===== src/rtl/mips_boot_trace.sv =====
// mips_boot_trace: streams a program image into instruction memory, holds the
// core in reset for a programmable settle time, then releases it and records
// every new (PC, IR) pair into a first-word-fall-through trace FIFO with
// saturating accounting of samples lost to a full FIFO.
module mips_boot_trace #(
    parameter int AW          = 10,
    parameter int DW          = 32,
    parameter int RST_HOLD    = 2,
    parameter int TRACE_DEPTH = 16,
    parameter int DROP_W      = 16
) (
    input  logic                             i_clk,
    input  logic                             i_rst,
    input  logic                             i_ld_valid,
    output logic                             o_ld_ready,
    input  logic [DW-1:0]                    i_ld_data,
    input  logic                             i_ld_last,
    output logic                             o_im_we,
    output logic [AW-1:0]                    o_im_addr,
    output logic [DW-1:0]                    o_im_wdata,
    output logic                             o_cpu_rst,
    input  logic [DW-1:0]                    i_cpu_pc,
    input  logic [DW-1:0]                    i_cpu_instr,
    output logic                             o_tr_valid,
    input  logic                             i_tr_ready,
    output logic [DW-1:0]                    o_tr_pc,
    output logic [DW-1:0]                    o_tr_instr,
    output logic [$clog2(TRACE_DEPTH+1)-1:0] o_tr_count,
    output logic [DROP_W-1:0]                o_drop_cnt,
    output logic                             o_load_err,
    output logic                             o_busy
);

    localparam int PW = $clog2(TRACE_DEPTH);
    localparam int CW = $clog2(TRACE_DEPTH + 1);
    localparam int HW = (RST_HOLD > 1) ? $clog2(RST_HOLD) : 1;
    localparam logic [AW-1:0] ADDR_MAX = '1;

    typedef enum logic [1:0] {
        S_LOAD,
        S_HOLD,
        S_RUN
    } state_t;

    state_t          r_state;
    state_t          w_state_next;
    logic            w_ld_ready;
    logic            w_busy;
    logic            w_hs;
    logic            w_last_word;

    logic [AW-1:0]   r_load_addr;
    logic            r_im_we;
    logic [AW-1:0]   r_im_addr;
    logic [DW-1:0]   r_im_wdata;
    logic            r_load_err;
    logic [HW-1:0]   r_hold_cnt;
    logic            r_cpu_rst;

    logic            r_have_pc;
    logic [DW-1:0]   r_last_pc;
    logic [DW-1:0]   r_mem_pc    [TRACE_DEPTH];
    logic [DW-1:0]   r_mem_instr [TRACE_DEPTH];
    logic [PW-1:0]   r_wr_ptr;
    logic [PW-1:0]   r_rd_ptr;
    logic [CW-1:0]   r_count;
    logic [DROP_W-1:0] r_drop_cnt;

    logic            w_sample;
    logic            w_full;
    logic            w_pop;
    logic            w_push;
    logic            w_drop;

    // Phase register: LOAD -> HOLD -> RUN, RUN is left only through reset.
    always_ff @(posedge i_clk or posedge i_rst) begin
        if (i_rst) begin
            r_state <= S_LOAD;
        end else begin
            r_state <= w_state_next;
        end
    end

    // Next phase plus the phase-derived handshake and status outputs.
    always_comb begin
        w_state_next = r_state;
        w_ld_ready   = 1'b0;
        w_busy       = 1'b1;
        w_hs         = 1'b0;
        w_last_word  = 1'b0;
        case (r_state)
            S_LOAD: begin
                w_ld_ready  = 1'b1;
                w_hs        = i_ld_valid;
                // The top word ends the load even without ld_last, so no
                // address is ever written twice.
                w_last_word = i_ld_last || (r_load_addr == ADDR_MAX);
                if (w_hs && w_last_word) begin
                    w_state_next = S_HOLD;
                end
            end
            S_HOLD: begin
                if (r_hold_cnt == '0) begin
                    w_state_next = S_RUN;
                end
            end
            S_RUN: begin
                w_busy = 1'b0;
            end
            default: begin
                w_state_next = S_LOAD;
            end
        endcase
    end

    assign o_ld_ready = w_ld_ready;
    assign o_busy     = w_busy;

    // Registered instruction-memory write port driven by loader handshakes.
    always_ff @(posedge i_clk or posedge i_rst) begin
        if (i_rst) begin
            r_load_addr <= '0;
            r_im_we     <= 1'b0;
            r_im_addr   <= '0;
            r_im_wdata  <= '0;
            r_load_err  <= 1'b0;
        end else begin
            r_im_we <= w_hs;
            if (w_hs) begin
                r_im_addr   <= r_load_addr;
                r_im_wdata  <= i_ld_data;
                r_load_addr <= r_load_addr + AW'(1);
                if (!i_ld_last && (r_load_addr == ADDR_MAX)) begin
                    r_load_err <= 1'b1;
                end
            end
        end
    end

    assign o_im_we    = r_im_we;
    assign o_im_addr  = r_im_addr;
    assign o_im_wdata = r_im_wdata;
    assign o_load_err = r_load_err;

    // Settle counter preset throughout LOAD so it is ready on HOLD entry;
    // core reset drops on the same edge that enters RUN.
    always_ff @(posedge i_clk or posedge i_rst) begin
        if (i_rst) begin
            r_hold_cnt <= '0;
            r_cpu_rst  <= 1'b1;
        end else begin
            if (r_state == S_LOAD) begin
                r_hold_cnt <= HW'(RST_HOLD - 1);
            end else if ((r_state == S_HOLD) && (r_hold_cnt != '0)) begin
                r_hold_cnt <= r_hold_cnt - HW'(1);
            end
            r_cpu_rst <= (w_state_next != S_RUN);
        end
    end

    assign o_cpu_rst = r_cpu_rst;

    // A sample is due on the first RUN cycle and whenever the PC moves.
    assign w_sample = (r_state == S_RUN) && (!r_have_pc || (i_cpu_pc != r_last_pc));
    assign w_full   = (r_count == CW'(TRACE_DEPTH));
    assign w_pop    = o_tr_valid && i_tr_ready;
    assign w_push   = w_sample && (!w_full || w_pop);
    assign w_drop   = w_sample && w_full && !w_pop;

    // Remember the last sampled PC, whether or not the sample fitted.
    always_ff @(posedge i_clk or posedge i_rst) begin
        if (i_rst) begin
            r_have_pc <= 1'b0;
            r_last_pc <= '0;
        end else if (w_sample) begin
            r_have_pc <= 1'b1;
            r_last_pc <= i_cpu_pc;
        end
    end

    // Trace storage; contents need no reset because empty slots are masked.
    always_ff @(posedge i_clk) begin
        if (w_push) begin
            r_mem_pc[r_wr_ptr]    <= i_cpu_pc;
            r_mem_instr[r_wr_ptr] <= i_cpu_instr;
        end
    end

    // FIFO pointers, occupancy and saturating drop counter.
    always_ff @(posedge i_clk or posedge i_rst) begin
        if (i_rst) begin
            r_wr_ptr   <= '0;
            r_rd_ptr   <= '0;
            r_count    <= '0;
            r_drop_cnt <= '0;
        end else begin
            if (w_push) begin
                r_wr_ptr <= r_wr_ptr + PW'(1);
            end
            if (w_pop) begin
                r_rd_ptr <= r_rd_ptr + PW'(1);
            end
            case ({w_push, w_pop})
                2'b10:   r_count <= r_count + CW'(1);
                2'b01:   r_count <= r_count - CW'(1);
                default: r_count <= r_count;
            endcase
            if (w_drop && (r_drop_cnt != '1)) begin
                r_drop_cnt <= r_drop_cnt + DROP_W'(1);
            end
        end
    end

    assign o_tr_valid = (r_count != '0);
    assign o_tr_pc    = o_tr_valid ? r_mem_pc[r_rd_ptr]    : '0;
    assign o_tr_instr = o_tr_valid ? r_mem_instr[r_rd_ptr] : '0;
    assign o_tr_count = r_count;
    assign o_drop_cnt = r_drop_cnt;

endmodule


===== config.mk =====
export PLATFORM = sky130hd
export DESIGN_NAME = mips_boot_trace
export DESIGN_NICKNAME = d
export VERILOG_FILES = /design/src/rtl/mips_boot_trace.sv
export SDC_FILE = /design/constraint.sdc
export NUM_CORES = 1
export LEC_CHECK = 0
export BUFFER_PORTS_ARGS = -buffer_cell sky130_fd_sc_hd__buf_2
export CORE_ASPECT_RATIO = 1.25
export CORE_MARGIN = 10
export CORE_UTILIZATION = 55
export DETAILED_ROUTE_END_ITERATION = 8
export MAX_ROUTING_LAYER = met4
export PLACE_DENSITY = 0.73
export SLEW_MARGIN = 20
export SYNTH_ARGS = -nofsm -noshare
export SYNTH_HDL_FRONTEND = slang
export SYNTH_SLANG_ARGS = --single-unit

===== constraint.sdc =====
create_clock -name i_clk -period 17.6 [get_ports i_clk]
set_input_delay 0.88 -clock i_clk [delete_from_list [all_inputs] [get_ports i_clk]]
set_output_delay 0.88 -clock i_clk [all_outputs]
set_load 0.005 [all_outputs]

==> run_results.csv <==
group,metric,value,unit
power,comb_power_share,27.5,%
drt,via_per_inst,6.17,
synthesis,ys_types,43,
clock_tree,cts_hold_buf,0,
clock_tree,htreeDepth,3,
clock_tree,clkTransAtPathRegs,60,ps
power,powerDensity,159,nW/µm²
grt,grt_pass1_wl,149,mm
critical_path,worst_ep_arrival_time,4840,ps
power,leakage,16.7,nW
place,portBuffers,233,
power,power_frac_seq,42.5,%
die,core,80000,µm²
timing,fin_crit,5720,ps
drt,drt-initial-drc-count,1943,
power,ir_drop,0.000168,V
synthesis,yosys_warnings,0,
critical_path,crit_fanout,70,
timing,fin_ws,11880,ps
timing,fin_crit_sh,32.5,%
grt,grt_max_degree,122,
synthesis,synth_cells,1919,
critical_path,critical_path_required,16720,ps
cells_and_area,design_area,50300,µm²
synthesis,netlist.area_leader.share,69.5,%
timing,holdWs,308,ps
timing,worstMarginPinSlew,1140,ps
timing,rsz0062_at_grt,"false",
synthesis,synth.area.top_cells,"edfxtp_1, mux4_2, dfrtp_1",
synthesis,yosysTopAreaCell,"edfxtp_1",
cells_and_area,nets,2310,
timing,max-slew-margin-rel,24.3,%
timing,hold_violations,0,
clock_tree,cts.sink_count,1144,
place,preCtsSetupSlack,12300,ps
drt,drc_errors,0,
place,gp_congestion,0.778,
drt,final_antenna_net_count,0,
cells_and_area,finish.utilization,62.9,%
place,dp_hpwl,52.9,mm
timing,worst_clock_skew,34.0,ps
synthesis,syn_area,44200,µm²
synthesis,syn_avg_cell_area,23.0,µm²
clock_tree,clockBufferDepth,3,
clock_tree,cts_resized,0,
drt,num_vias,20800,
cells_and_area,syn_to_final_growth,13.8,%
die,die_width,274,µm
critical_path,critical_path_class,"register to output pin",
power,p_clk_share,30.0,%
synthesis,yosysSeqAreaShare,76.3,%
synthesis,ys_ff_latch,1144,
grt,grt_pass1_vias,22500,
cells_and_area,most-common-layout-cells,"edfxtp_1, mux4_2, buf_2",
grt,grt_usage,22.7,%
die,start_util,55.3,%
die,io_pins,234,
die,die_h,337,µm
die,fp.dieArea,92200,µm²
timing,fmax,175,MHz
drt,drt_wl_total,99.7,mm
timing,fin_tns_setup,0,ps
worst_hold_path,hold_path_class,"input port to asynchronous set/reset pin",
die,std_cell_rows,116,
power,p_int,5.77,mW
place,dpl_cell_area,46600,µm²
timing,setup_viol,0,
drt,wl_per_cell,29.7,µm
critical_path,cp-start-kind,"register",
synthesis,syn_nets,2032,
power,p_sw_share,27.8,%
timing,report.final.slew_viol_count,0,
grt,grt.overflow.total,0,
run_status,status,"finished, final reports clean",
cells_and_area,final_layout_size_suffix_gt1_share,36.9,%
critical_path,endpoint_kind,"output pin",
cells_and_area,final_common_cell,"edfxtp_1",
clock_tree,cts_tree,"yes",
clock_tree,post_cts_buffers,0,
drt,drtPass1Iterations,7,
grt,antenna_found_initial,21,
run,max-cap-violations,0,
power,switchingPower,2.22,mW
clock_tree,cts_buffers,104,
clock_tree,clk_latency,690,ps
clock_tree,root_buffer,"clkbuf_16",
-- state kept, by name (all words and copies together), names as in the netlist, 2 cells and up --
name	cells
r_mem_pc	512
o_im_addr	10
r_state	2
r_mem_instr	512
r_wr_ptr	4
r_rd_ptr	4
o_tr_count	5
o_drop_cnt	16
r_load_addr	10
r_last_pc	32
o_im_wdata	32
-- cell usage after synthesis, drive strengths merged --
library cell / n
fa: 1
ha: 11
nor4b: 1
dfrtp: 119
xor2: 8
or2: 1
and2: 71
nand2: 27
nand4b: 1
a21oi: 3
mux2i: 1
nand2b: 1
nand4: 21
nor4: 3
inv: 11
nor2: 9
a31oi: 2
dfstp: 1
and3: 19
buf: 48
o21ai: 3
and4: 5
and2b: 1
xnor2: 59
nor3b: 1
a21o: 3
nor2b: 4
edfxtp: 1024
nor3: 2
mux4: 320
o21bai: 1
or4: 1
clkbuf: 46
mux2: 73
nand3: 15
a22oi: 2
-- layer usage --
| metal | GRT usage (%) | part of all wire [%] | routed length [µm] | up-vias |
|---|---|---|---|---|
| met3 | 4.18 | 7.2 | 7150 | 139 |
| met4 | 6.93 | 2.4 | 2440 | 0 |
| met1 | 28.8 | 39 | 38500 | 11100 |
| met2 | 37.2 | 52 | 51600 | 905 |
| li1 | - | - | - | 8570 |
| met5 | - | 0 | 0 | - |
-- metrics by stage --
stage                     power (mW)  std cells
final                           7.99       3362
after global routing            8.32       3360
after CTS                       8.07       3346
after detailed placement        5.67       3152
after global placement          5.61       3151
after floorplan                 4.94       1919
-- path summary, 6_finish.rpt --
check,start,endpoint,slack [ps],cells past startpoint
setup / recovery,r_rd_ptr[1],o_tr_instr[2],11880,6
hold / removal,i_rst,o_im_wdata[11],310,2
setup reg to reg,r_state[0],r_mem_pc[11][7],13580,7
max in group asynchronous,i_rst,r_wr_ptr[3],15860,3
hold reg to reg,o_load_err,o_load_err,480,1
min in group i_clk,i_ld_last,o_load_err,420,2
-- cell type report --
type | count | area [µm²]
diodes | 15 | 37.5
inverters | 11 | 43.8
multi-input cells | 670 | 10000
clock buffers | 117 | 2700
repair buffers | 266 | 1470
fillers | 5219 | 29600
well taps | 1062 | 1330
flip-flops and latches | 1144 | 33800
clock inverters | 77 | 950
-- critical path: stages, from the launching register on --
cell and delay, ps:
dfrtp_4 970, buf_4 840, buf_4 910, mux4_2 410, mux4_2 470, and2_1 230, buf_2 150
-- power groups by stage --
stage	logic, mW	clock network [mW]	registers (mW)
3_3_place_gp	2.18	0	3.43
3_5_place_dp	2.22	0	3.45
4_1_cts	2.24	2.44	3.40
6_report	2.20	2.40	3.39
5_1_grt	2.36	2.54	3.42
2_1_floorplan	1.61	0	3.33
-- kinds of logic (layout without fill, tap and decap cells) --
group / count (synthesis) / in the layout / synth area share, %
other cells: 0 / 15 / 0
simple gates: 183 / 183 / 2.40
flops: 1144 / 1144 / 76.3
mux: 394 / 394 / 18.2
compound gates: 14 / 14 / 0.232
xor+xnor: 67 / 67 / 1.33
fa+ha+maj: 12 / 12 / 0.356
buf+inv: 105 / 471 / 1.19
Power figures use the tool's default switching activity.
